## src/rtl/gmac_tx_pkg.sv

```systemverilog
// Shared types and helpers for the GMAC TX arbitration path.
package gmac_tx_pkg;

   typedef enum logic [2:0] {
      IDLE  = 3'd0,
      GRANT = 3'd1,
      XFER  = 3'd2,
      DRAIN = 3'd3,
      GAP   = 3'd4
   } tx_state_t;

   localparam logic [15:0] DROP_SAT = 16'hFFFF;

   function automatic int unsigned clog2(input int unsigned n);
      int unsigned w;
      w = 0;
      while ((32'd1 << w) < n) w = w + 1;
      return w;
   endfunction

endpackage

```

## src/rtl/rr_arbiter_n.sv

```systemverilog
// Combinational round-robin select: first requester at or after ptr+1 (mod N).
module rr_arbiter_n
   import gmac_tx_pkg::*;
#(
   parameter int unsigned N  = 4,
   parameter int unsigned IW = clog2(N)
)(
   input  logic [N-1:0]  i_req,
   input  logic [IW-1:0] i_ptr,
   output logic [N-1:0]  o_gnt,
   output logic [IW-1:0] o_idx,
   output logic          o_any
);

   logic [IW-1:0] w_cand;

   always_comb begin
      o_gnt  = '0;
      o_idx  = '0;
      o_any  = 1'b0;
      w_cand = '0;
      for (int unsigned k = 1; k <= N; k++) begin
         w_cand = IW'((32'(i_ptr) + k) % N);
         if (!o_any && i_req[w_cand]) begin
            o_any = 1'b1;
            o_idx = w_cand;
         end
      end
      if (o_any) o_gnt = N'(1) << o_idx;
   end

endmodule

```

## src/rtl/gmac_tx_arbiter_n.sv

```systemverilog
// N-channel GMAC TX frame arbiter: round-robin grant, grant timeout,
// max-length truncation, inter-frame gap and link-down abort.
module gmac_tx_arbiter_n
   import gmac_tx_pkg::*;
#(
   parameter int unsigned N_CH       = 4,
   parameter int unsigned IFG_CYCLES = 12,
   parameter int unsigned GRANT_TMO  = 1024,
   parameter int unsigned MAX_LEN    = 1514,
   parameter int unsigned CW         = 16
)(
   input  logic              Clk,
   input  logic              Rst,
   input  logic              LINK_UP,
   input  logic [N_CH-1:0]   ReqIn,
   input  logic [N_CH-1:0]   ValIn,
   input  logic [N_CH-1:0]   SoFIn,
   input  logic [N_CH-1:0]   EoFIn,
   input  logic [8*N_CH-1:0] DataIn,
   output logic [N_CH-1:0]   ReqConfirm,
   output logic              ValOut,
   output logic              SoFOut,
   output logic              EoFOut,
   output logic              ErrOut,
   output logic [7:0]        DataOut,
   output logic [2:0]        GrantCh,
   output logic [15:0]       DropCnt
);

   localparam int unsigned   IW       = clog2(N_CH);
   localparam logic [CW-1:0] TMO_LAST = CW'(GRANT_TMO - 1);
   localparam logic [CW-1:0] IFG_LAST = CW'(IFG_CYCLES - 1);
   localparam logic [CW-1:0] LEN_MAX  = CW'(MAX_LEN);

   tx_state_t       r_state, w_state;
   logic [IW-1:0]   r_ptr, w_ptr, r_gch, w_gch;
   logic [N_CH-1:0] r_rc, w_rc;
   logic [CW-1:0]   r_cnt, w_cnt, r_len, w_len;
   logic            r_val, w_val, r_sof, w_sof, r_eof, w_eof, r_err, w_err;
   logic [7:0]      r_data, w_data;
   logic [15:0]     r_drop, w_drop, w_drop_inc;

   logic [N_CH-1:0] w_arb_gnt;
   logic [IW-1:0]   w_arb_idx;
   logic            w_arb_any;
   logic            w_ch_val, w_ch_sof, w_ch_eof;
   logic [7:0]      w_ch_data;

   rr_arbiter_n #(.N(N_CH), .IW(IW)) u_rr (
      .i_req (ReqIn),
      .i_ptr (r_ptr),
      .o_gnt (w_arb_gnt),
      .o_idx (w_arb_idx),
      .o_any (w_arb_any)
   );

   assign w_ch_val   = ValIn[r_gch];
   assign w_ch_sof   = SoFIn[r_gch];
   assign w_ch_eof   = EoFIn[r_gch];
   assign w_ch_data  = DataIn[8*r_gch +: 8];
   assign w_drop_inc = (r_drop == DROP_SAT) ? r_drop : r_drop + 16'd1;

   always_comb begin
      w_state = r_state;
      w_ptr   = r_ptr;
      w_gch   = r_gch;
      w_rc    = r_rc;
      w_cnt   = r_cnt;
      w_len   = r_len;
      w_val   = 1'b0;
      w_sof   = 1'b0;
      w_eof   = 1'b0;
      w_err   = 1'b0;
      w_data  = '0;
      w_drop  = r_drop;
      case (r_state)
         IDLE: begin
            w_rc = '0;
            if (LINK_UP && w_arb_any) begin
               w_rc    = w_arb_gnt;
               w_gch   = w_arb_idx;
               w_cnt   = '0;
               w_state = GRANT;
            end
         end
         GRANT, XFER: begin
            if (!LINK_UP) begin
               if (r_state == XFER) begin
                  // abort marker beat; the rest of the source frame is swallowed in DRAIN
                  w_val   = 1'b1;
                  w_eof   = 1'b1;
                  w_err   = 1'b1;
                  w_drop  = w_drop_inc;
                  w_state = DRAIN;
               end else begin
                  w_rc    = '0;
                  w_state = IDLE;
               end
            end else if (w_ch_val && (r_state == XFER || w_ch_sof)) begin
               w_val  = 1'b1;
               w_sof  = w_ch_sof;
               w_eof  = w_ch_eof;
               w_data = w_ch_data;
               w_len  = (r_state == GRANT) ? CW'(1) : r_len + CW'(1);
               if (w_ch_eof) begin
                  w_rc    = '0;
                  w_ptr   = r_gch;
                  w_cnt   = '0;
                  w_state = GAP;
               end else if (w_len == LEN_MAX) begin
                  w_eof   = 1'b1;
                  w_err   = 1'b1;
                  w_drop  = w_drop_inc;
                  w_state = DRAIN;
               end else begin
                  w_state = XFER;
               end
            end else if (r_state == GRANT) begin
               if (r_cnt == TMO_LAST) begin
                  w_rc    = '0;
                  w_ptr   = r_gch;
                  w_drop  = w_drop_inc;
                  w_state = IDLE;
               end else begin
                  w_cnt = r_cnt + CW'(1);
               end
            end
         end
         DRAIN: begin
            if (w_ch_val && w_ch_eof) begin
               w_rc    = '0;
               w_ptr   = r_gch;
               w_cnt   = '0;
               w_state = GAP;
            end
         end
         GAP: begin
            if (r_cnt == IFG_LAST) w_state = IDLE;
            else                   w_cnt   = r_cnt + CW'(1);
         end
         default: w_state = IDLE;
      endcase
   end

   always_ff @(posedge Clk or posedge Rst) begin
      if (Rst) begin
         r_state <= IDLE;
         r_ptr   <= '0;
         r_gch   <= '0;
         r_rc    <= '0;
         r_cnt   <= '0;
         r_len   <= '0;
         r_val   <= 1'b0;
         r_sof   <= 1'b0;
         r_eof   <= 1'b0;
         r_err   <= 1'b0;
         r_data  <= '0;
         r_drop  <= '0;
      end else begin
         r_state <= w_state;
         r_ptr   <= w_ptr;
         r_gch   <= w_gch;
         r_rc    <= w_rc;
         r_cnt   <= w_cnt;
         r_len   <= w_len;
         r_val   <= w_val;
         r_sof   <= w_sof;
         r_eof   <= w_eof;
         r_err   <= w_err;
         r_data  <= w_data;
         r_drop  <= w_drop;
      end
   end

   assign ReqConfirm = r_rc;
   assign ValOut     = r_val;
   assign SoFOut     = r_sof;
   assign EoFOut     = r_eof;
   assign ErrOut     = r_err;
   assign DataOut    = r_data;
   assign GrantCh    = 3'(r_gch);
   assign DropCnt    = r_drop;

endmodule

```

## config.mk

```make
export PLATFORM = sky130hd
export DESIGN_NAME = gmac_tx_arbiter_n
export DESIGN_NICKNAME = d
export VERILOG_FILES = /design/src/rtl/gmac_tx_pkg.sv /design/src/rtl/rr_arbiter_n.sv /design/src/rtl/gmac_tx_arbiter_n.sv
export SDC_FILE = /design/constraint.sdc
export NUM_CORES = 1
export LEC_CHECK = 0
export CORE_ASPECT_RATIO = 2
export CORE_UTILIZATION = 45
export CTS_CLUSTER_DIAMETER = 120
export CTS_CLUSTER_SIZE = 8
export DETAILED_ROUTE_END_ITERATION = 8
export HOLD_SLACK_MARGIN = 0.03
export MAX_ROUTING_LAYER = met4
export PLACE_DENSITY = 0.8
export RECOVER_POWER = 25
export SYNTH_ARGS = -nofsm -noshare
export SYNTH_HDL_FRONTEND = slang
export SYNTH_SLANG_ARGS = --single-unit
```

## constraint.sdc

```tcl
create_clock -name Clk -period 5.38 [get_ports Clk]
set_clock_uncertainty 0.1 [all_clocks]
set_input_delay 0.807 -clock Clk [delete_from_list [all_inputs] [get_ports Clk]]
set_output_delay 0.807 -clock Clk [all_outputs]
set_load 0.005 [all_outputs]
```

==> out/metrics.cfg <==
[status]
status=complete, no violations

[cells_and_area]
area.sequential_um2=1780
antenna_cells_inserted=0
layout.filler_cells=773
final_net_count=578
multiInputGateArea_um2=2370
utilization_after_layout_pct=59.4
syn_to_layout_area_delta_pct=28.2
final_layout_size_suffix_gt1_share_pct=12.1

[setup_path]
critPathKind=input pin to flip-flop
critical_path_required_ns=5.45
endpoint_kind=flip-flop
crit_path_cell_trace=clkdlybuf4s50_1, or4_1, a21oi_1, or4_1, o21ai_1, o32ai_4, or2_0, o21ai_0
crit_slowest_cell=sky130_fd_sc_hd__or2_0
worst_ep_arrival_time_ns=4.09
worst-path-max-fanout=18
timing.reg2reg.worst_path_depth=7
cp-start-kind=input pin
crit_top_cell=sky130_fd_sc_hd__or4_1
worst_path_largest_cell_delay_ns=0.83

[floorplan]
boundaryPins=86
core_um2=9380
die_height_um=141
floorplan.rows=50
die-area_um2=10100
width_of_the_die_um=71.5
floorplan.initialDensity_pct=46.4

[clock_tree]
cts_resized=0
clock_pin_transition_on_the_worst_setup_and_hold_timing_paths_ns=0.06
ctsLongestPathBuffers=2
clk_latency_ns=0.34
htree_num_levels=3
post_cts.repair.setup_buffers=0
tritoncts=built
clock-root-buffer=sky130_fd_sc_hd__clkbuf_16
cts_buffers=9
numClockSinks=71
cts-hold-fix-buffers=0

[synthesis]
post_synth_instance_area_um2=4350
postSynthRegisterBits=71
synth-edff-count=0
mappedNetlistNets=504
postSynthAreaPerCell_um2=9.67
ys_warn_count=0
asyncSetResetFlopFracSynth_pct=100
synth-main-ff-cell=sky130_fd_sc_hd__dfrtp_1
postSynthCellCount=450
yosysUniqueCellTypes=70
yosysSeqAreaShare_pct=40.8

[placed_design]
place.gp.congestion=0.897
detailedPlacementHpwl_mm=8.31
numPortBuffers=84

[power_and_ir_drop]
peakVddDrop_uv=355
static-leakage-power_uw=0.00231
power_per_cell_area_nw_per_um2=481

[min_path]
worst_hold_path_type=flip-flop to flip-flop
hold_path_depth=1

[route]
drt-initial-drc-count=230
route.final.wire_length_mm=11.1
num_vias=3822
route.detailed.wl_per_inst_um=17.6
drc_errors=0
drt_first_pass_iters=6
postRouteAntennaNets=0
vias_per_cell=6.04

[timing]
rsz0062_at_grt=no
slew-limit-headroom_pct=2.37
period_share_pct=74.6
setup_violations=0
maxClockFrequency_mhz=249
tightestPinTransition_ns=1.46
timing_hold_violations_final=0
setup_tns_ns=0
maxSlewViolCount=0
finalCriticalPeriod_ns=4.02

[global_route]
via_count_of_the_first_global_routing_pass=3931
grt_remaining_overflow=0
antenna_found_initial=0
grt_first_pass_wirelength_mm=18.1
track_usage_pct=23.6
grt_start_max_net_pins=39

[flow_run]
max_cap_viol_count=0

==> where the power goes <==
| part | total, uW | switching, uW | internal, uW |
|---|---|---|---|
| Combinational | 1110 | 607 | 501 |
| Sequential | 839 | 200 | 639 |
| Clock | 738 | 237 | 501 |
| Total | 2690 | 1040 | 1640 |
==> Yosys cell counts, types with 6 or more instances <==
library cell                n  area [um^2]
sky130_fd_sc_hd__nor3_1    10         50.1
sky130_fd_sc_hd__nand2_1   42          158
sky130_fd_sc_hd__dfrtp_1   71         1780
sky130_fd_sc_hd__nand3_1   22          110
sky130_fd_sc_hd__o21ai_0   46          230
sky130_fd_sc_hd__mux4_2    11          248
sky130_fd_sc_hd__xor2_1    15          131
sky130_fd_sc_hd__a21oi_1   15         75.1
sky130_fd_sc_hd__nor4_1     8         50.1
sky130_fd_sc_hd__and3_1     6         37.5
sky130_fd_sc_hd__nor2_1    30          113
sky130_fd_sc_hd__o31ai_1    8         60.1
sky130_fd_sc_hd__buf_2      6         30.0
sky130_fd_sc_hd__clkbuf_1   9         33.8
sky130_fd_sc_hd__inv_1     13         48.8
sky130_fd_sc_hd__nor2b_1   15         93.8
==> cells in the final DEF (no fill, tap or decap), drive strengths merged, types with 3 or more instances in the layout <==
| cell | instances |
|---|---|
| xnor2 | 4 |
| clkinv | 3 |
| nor3b | 4 |
| nand2 | 43 |
| a31oi | 5 |
| a21oi | 15 |
| buf | 5 |
| ha | 3 |
| clkbuf | 9 |
| clkdlybuf4s50 | 76 |
| nor2b | 15 |
| inv | 13 |
| and3 | 6 |
| nor3 | 15 |
| a22o | 4 |
| o41ai | 3 |
| nand3 | 23 |
| mux2i | 5 |
| nand2b | 5 |
| o31ai | 13 |
| nor4 | 11 |
| a21o | 4 |
| o22ai | 3 |
| xor2 | 15 |
| nor2 | 30 |
| or4 | 6 |
| and4 | 4 |
| or3 | 3 |
| dlygate4sd3 | 8 |
| bufinv | 4 |
| dfrtp | 71 |
| mux4 | 11 |
| o21ai | 51 |
| or2 | 5 |
| nand4 | 5 |
| mux2 | 4 |
==> worst paths after layout <==
kind	from	end	slack, ns
min in group asynchronous	Rst	r_len[9]	1.24
worst min-delay path	DropCnt[7]	DropCnt[7]	0.39
worst min register to register	DropCnt[7]	DropCnt[7]	0.39
worst max-delay path	ReqIn[1]	r_cnt[2]	1.36
worst max register to register	r_gch[0]	r_cnt[2]	1.52
max in group asynchronous	Rst	r_state[0]	2.76
==> worst max-delay path, delay by kind of cell <==
family | cells | cell delay [ns]
buf+inv | 1 | 0.45
compound gates | 4 | 1.17
simple gates | 3 | 1.65
==> cells by family after synthesis <==
kind of cell               synth area share [%]
AOI/OAI and AO/OA                          17.9
xor gates and xnor gates                   3.82
adders and majority gates                  1.09
buffers and inverters                      4.72
DFF                                        40.8
muxes                                      7.88
other                                    0.0862
and+or+nand+nor                            23.7
==> through the flow <==
step | std cells | area, um^2 | power [uW] | hold WS, ns | setup WS [ns]
2_1_floorplan | 450 | 4350 | 1650 | 0.374 | 2.49
3_3_place_gp | 617 | 5210 | 1910 | 0.382 | 1.17
3_5_place_dp | 617 | 5210 | 1960 | 0.381 | 1.03
4_1_cts | 633 | 5580 | 2710 | 0.393 | 1.38
5_1_grt | 633 | 5580 | 2850 | 0.413 | 1.14
6_report | 633 | 5580 | 2690 | 0.392 | 1.36
==> layer usage <==
metal / wire length [um] / global-route usage [%] / vias up
li1: - / - / 1809
met1: 3990 / 23.1 / 1835
met2: 6230 / 43.3 / 138
met3: 465 / 3.72 / 40
met4: 448 / 13.2 / 0
met5: 0 / - / -
==> layout make-up <==
class                   count  area share [%]
inverters                  14           0.942
clock buffers               9            4.04
flip-flops and latches     71            31.9
clock inverters             7            2.60
multi-input cells         339            42.5
repair buffers             89            15.7
well taps                 104            2.33
==> flip-flops by register name, indices dropped and copies added (netlist names) <==
| signal | flops |
|---|---|
| DropCnt | 16 |
| r_cnt | 16 |
| r_len | 16 |
| DataOut | 8 |
| ReqConfirm | 4 |
| r_state | 3 |
| r_gch | 2 |
| r_ptr | 2 |
| EoFOut | 1 |
| ErrOut | 1 |
| SoFOut | 1 |
| ValOut | 1 |
Power figures use the tool's default switching activity.
==> patch, RTL diff (config.mk and constraints unchanged) <==
Compare `r_cnt` against `IFG_LAST` with >= in place of ==.
--- a/src/rtl/gmac_tx_arbiter_n.sv
+++ b/src/rtl/gmac_tx_arbiter_n.sv
@@ -137,3 +137,3 @@
          GAP: begin
-            if (r_cnt == IFG_LAST) w_state = IDLE;
+            if (r_cnt >= IFG_LAST) w_state = IDLE;
             else                   w_cnt   = r_cnt + CW'(1);
Behaviour: same outputs for any inputs over 4 cycles, from zero or initial values and one cycle with Rst high; that may be too few to reach the edited logic, so the function may still have changed.
==> patch against the unedited design <==
The flow now finishes with violations (DRC, capacitance limit, slew limit). Design area down 5.6%. Synthesized area down 5.7%. Power down 20%. Worst setup slack better by 250 ps. Sequential cell count unchanged. Wire length down 1.7%. Clock power down 24%. Via count down 4.4%. Critical path type unchanged. Largest cell class unchanged. Highest routed layer unchanged.
==> patch: results (changes against the unedited design) <==
Pwr
  – Maximum resistive drop on vdd: 0.000306 V (-14%)
  – Net load switching power: 0.000804 W (-23%)
  – Comb group: 0.000844 W (-24%)
  – Int Pwr: 0.00133 W (-19%)

Status
  – Failing checks: DRC, capacitance limit, slew limit
  – Status: complete, but fails checks

Logic synthesis
  – Fraction of synthesized cell area in xor and xnor cells: 4.70% (+0.87 points)
  – Multiplexer share of the synthesized area: 7.10% (-0.77 points)
  – Post-Synth Adder-Cell Area: 0.915% (-0.18 points)
  – Top post-synthesis cells by area: dfrtp_1 43%, mux4_2 6.0%, o21ai_0 5.6%

Routing
  – Wire length on met3: 349 um (-25%)
  – Initial DRC Count: 279 (+21%)
  – Router iterations before antenna repair: 7 (+1)
  – DRC viols: 2 (+2)

Placement
  – Post-DP HPWL: 8130 um (-2.2%)

Worst hold path
  – Worst hold path startpoint: DropCnt[11]
  – Min-Delay Endpoint: DropCnt[11]

Worst setup path
  – Crit path launch: ValIn[2]
  – Max incr delay on CP: 620 ps (-210 ps)
  – RR Startpoint: r_len[0]
  – R2r endpoint: DropCnt[13]

Global route
  – Largest net degree at the start of global routing: 72 (+85%)
  – GR Layer Usage met3: 3.61% (-0.11 points)
  – M1 GR Usage: 26.5% (+3.4 points)

STA
  – Tightest Pin Transition: 1740 ps (+280 ps)
  – Tmin final: 3770 ps (-246 ps)
  – Max-slew violations: 72 (+72)

Run
  – Maxcap violations: 1 (+1)
patch: cell types whose count changed in the layout (fill, tap and decap cells not counted), moves of 6 or more:
| cell | unedited run | this run |
|---|---|---|
| inv_1 | 13 | 7 |
| o31ai_1 | 8 | 15 |
| clkdlybuf4s50_1 | 76 | 83 |
| nand4_1 | 4 | 18 |
| nand2_1 | 42 | 35 |
| xnor2_1 | 4 | 16 |
| nand2b_1 | 5 | 11 |
| xor2_1 | 15 | 6 |
| dlygate4sd3_1 | 8 | 1 |
patch: through the flow:
step | instances | hold slack [ps]
detailed placement | 594 | 376
CTS | 610 | 390
global placement | 594 | 372
global route | 610 | 401
floorplan | 430 | 346
finish | 610 | 390
patch: cell type report:
cell class,count,area (um^2)
sequential,71,1780
fill,755,3620
clock inverter,6,46.3
multi-input combinational,325,2180
tap,102,128
inverter,8,30.0
timing repair buffer,88,868
clock buffer,10,239
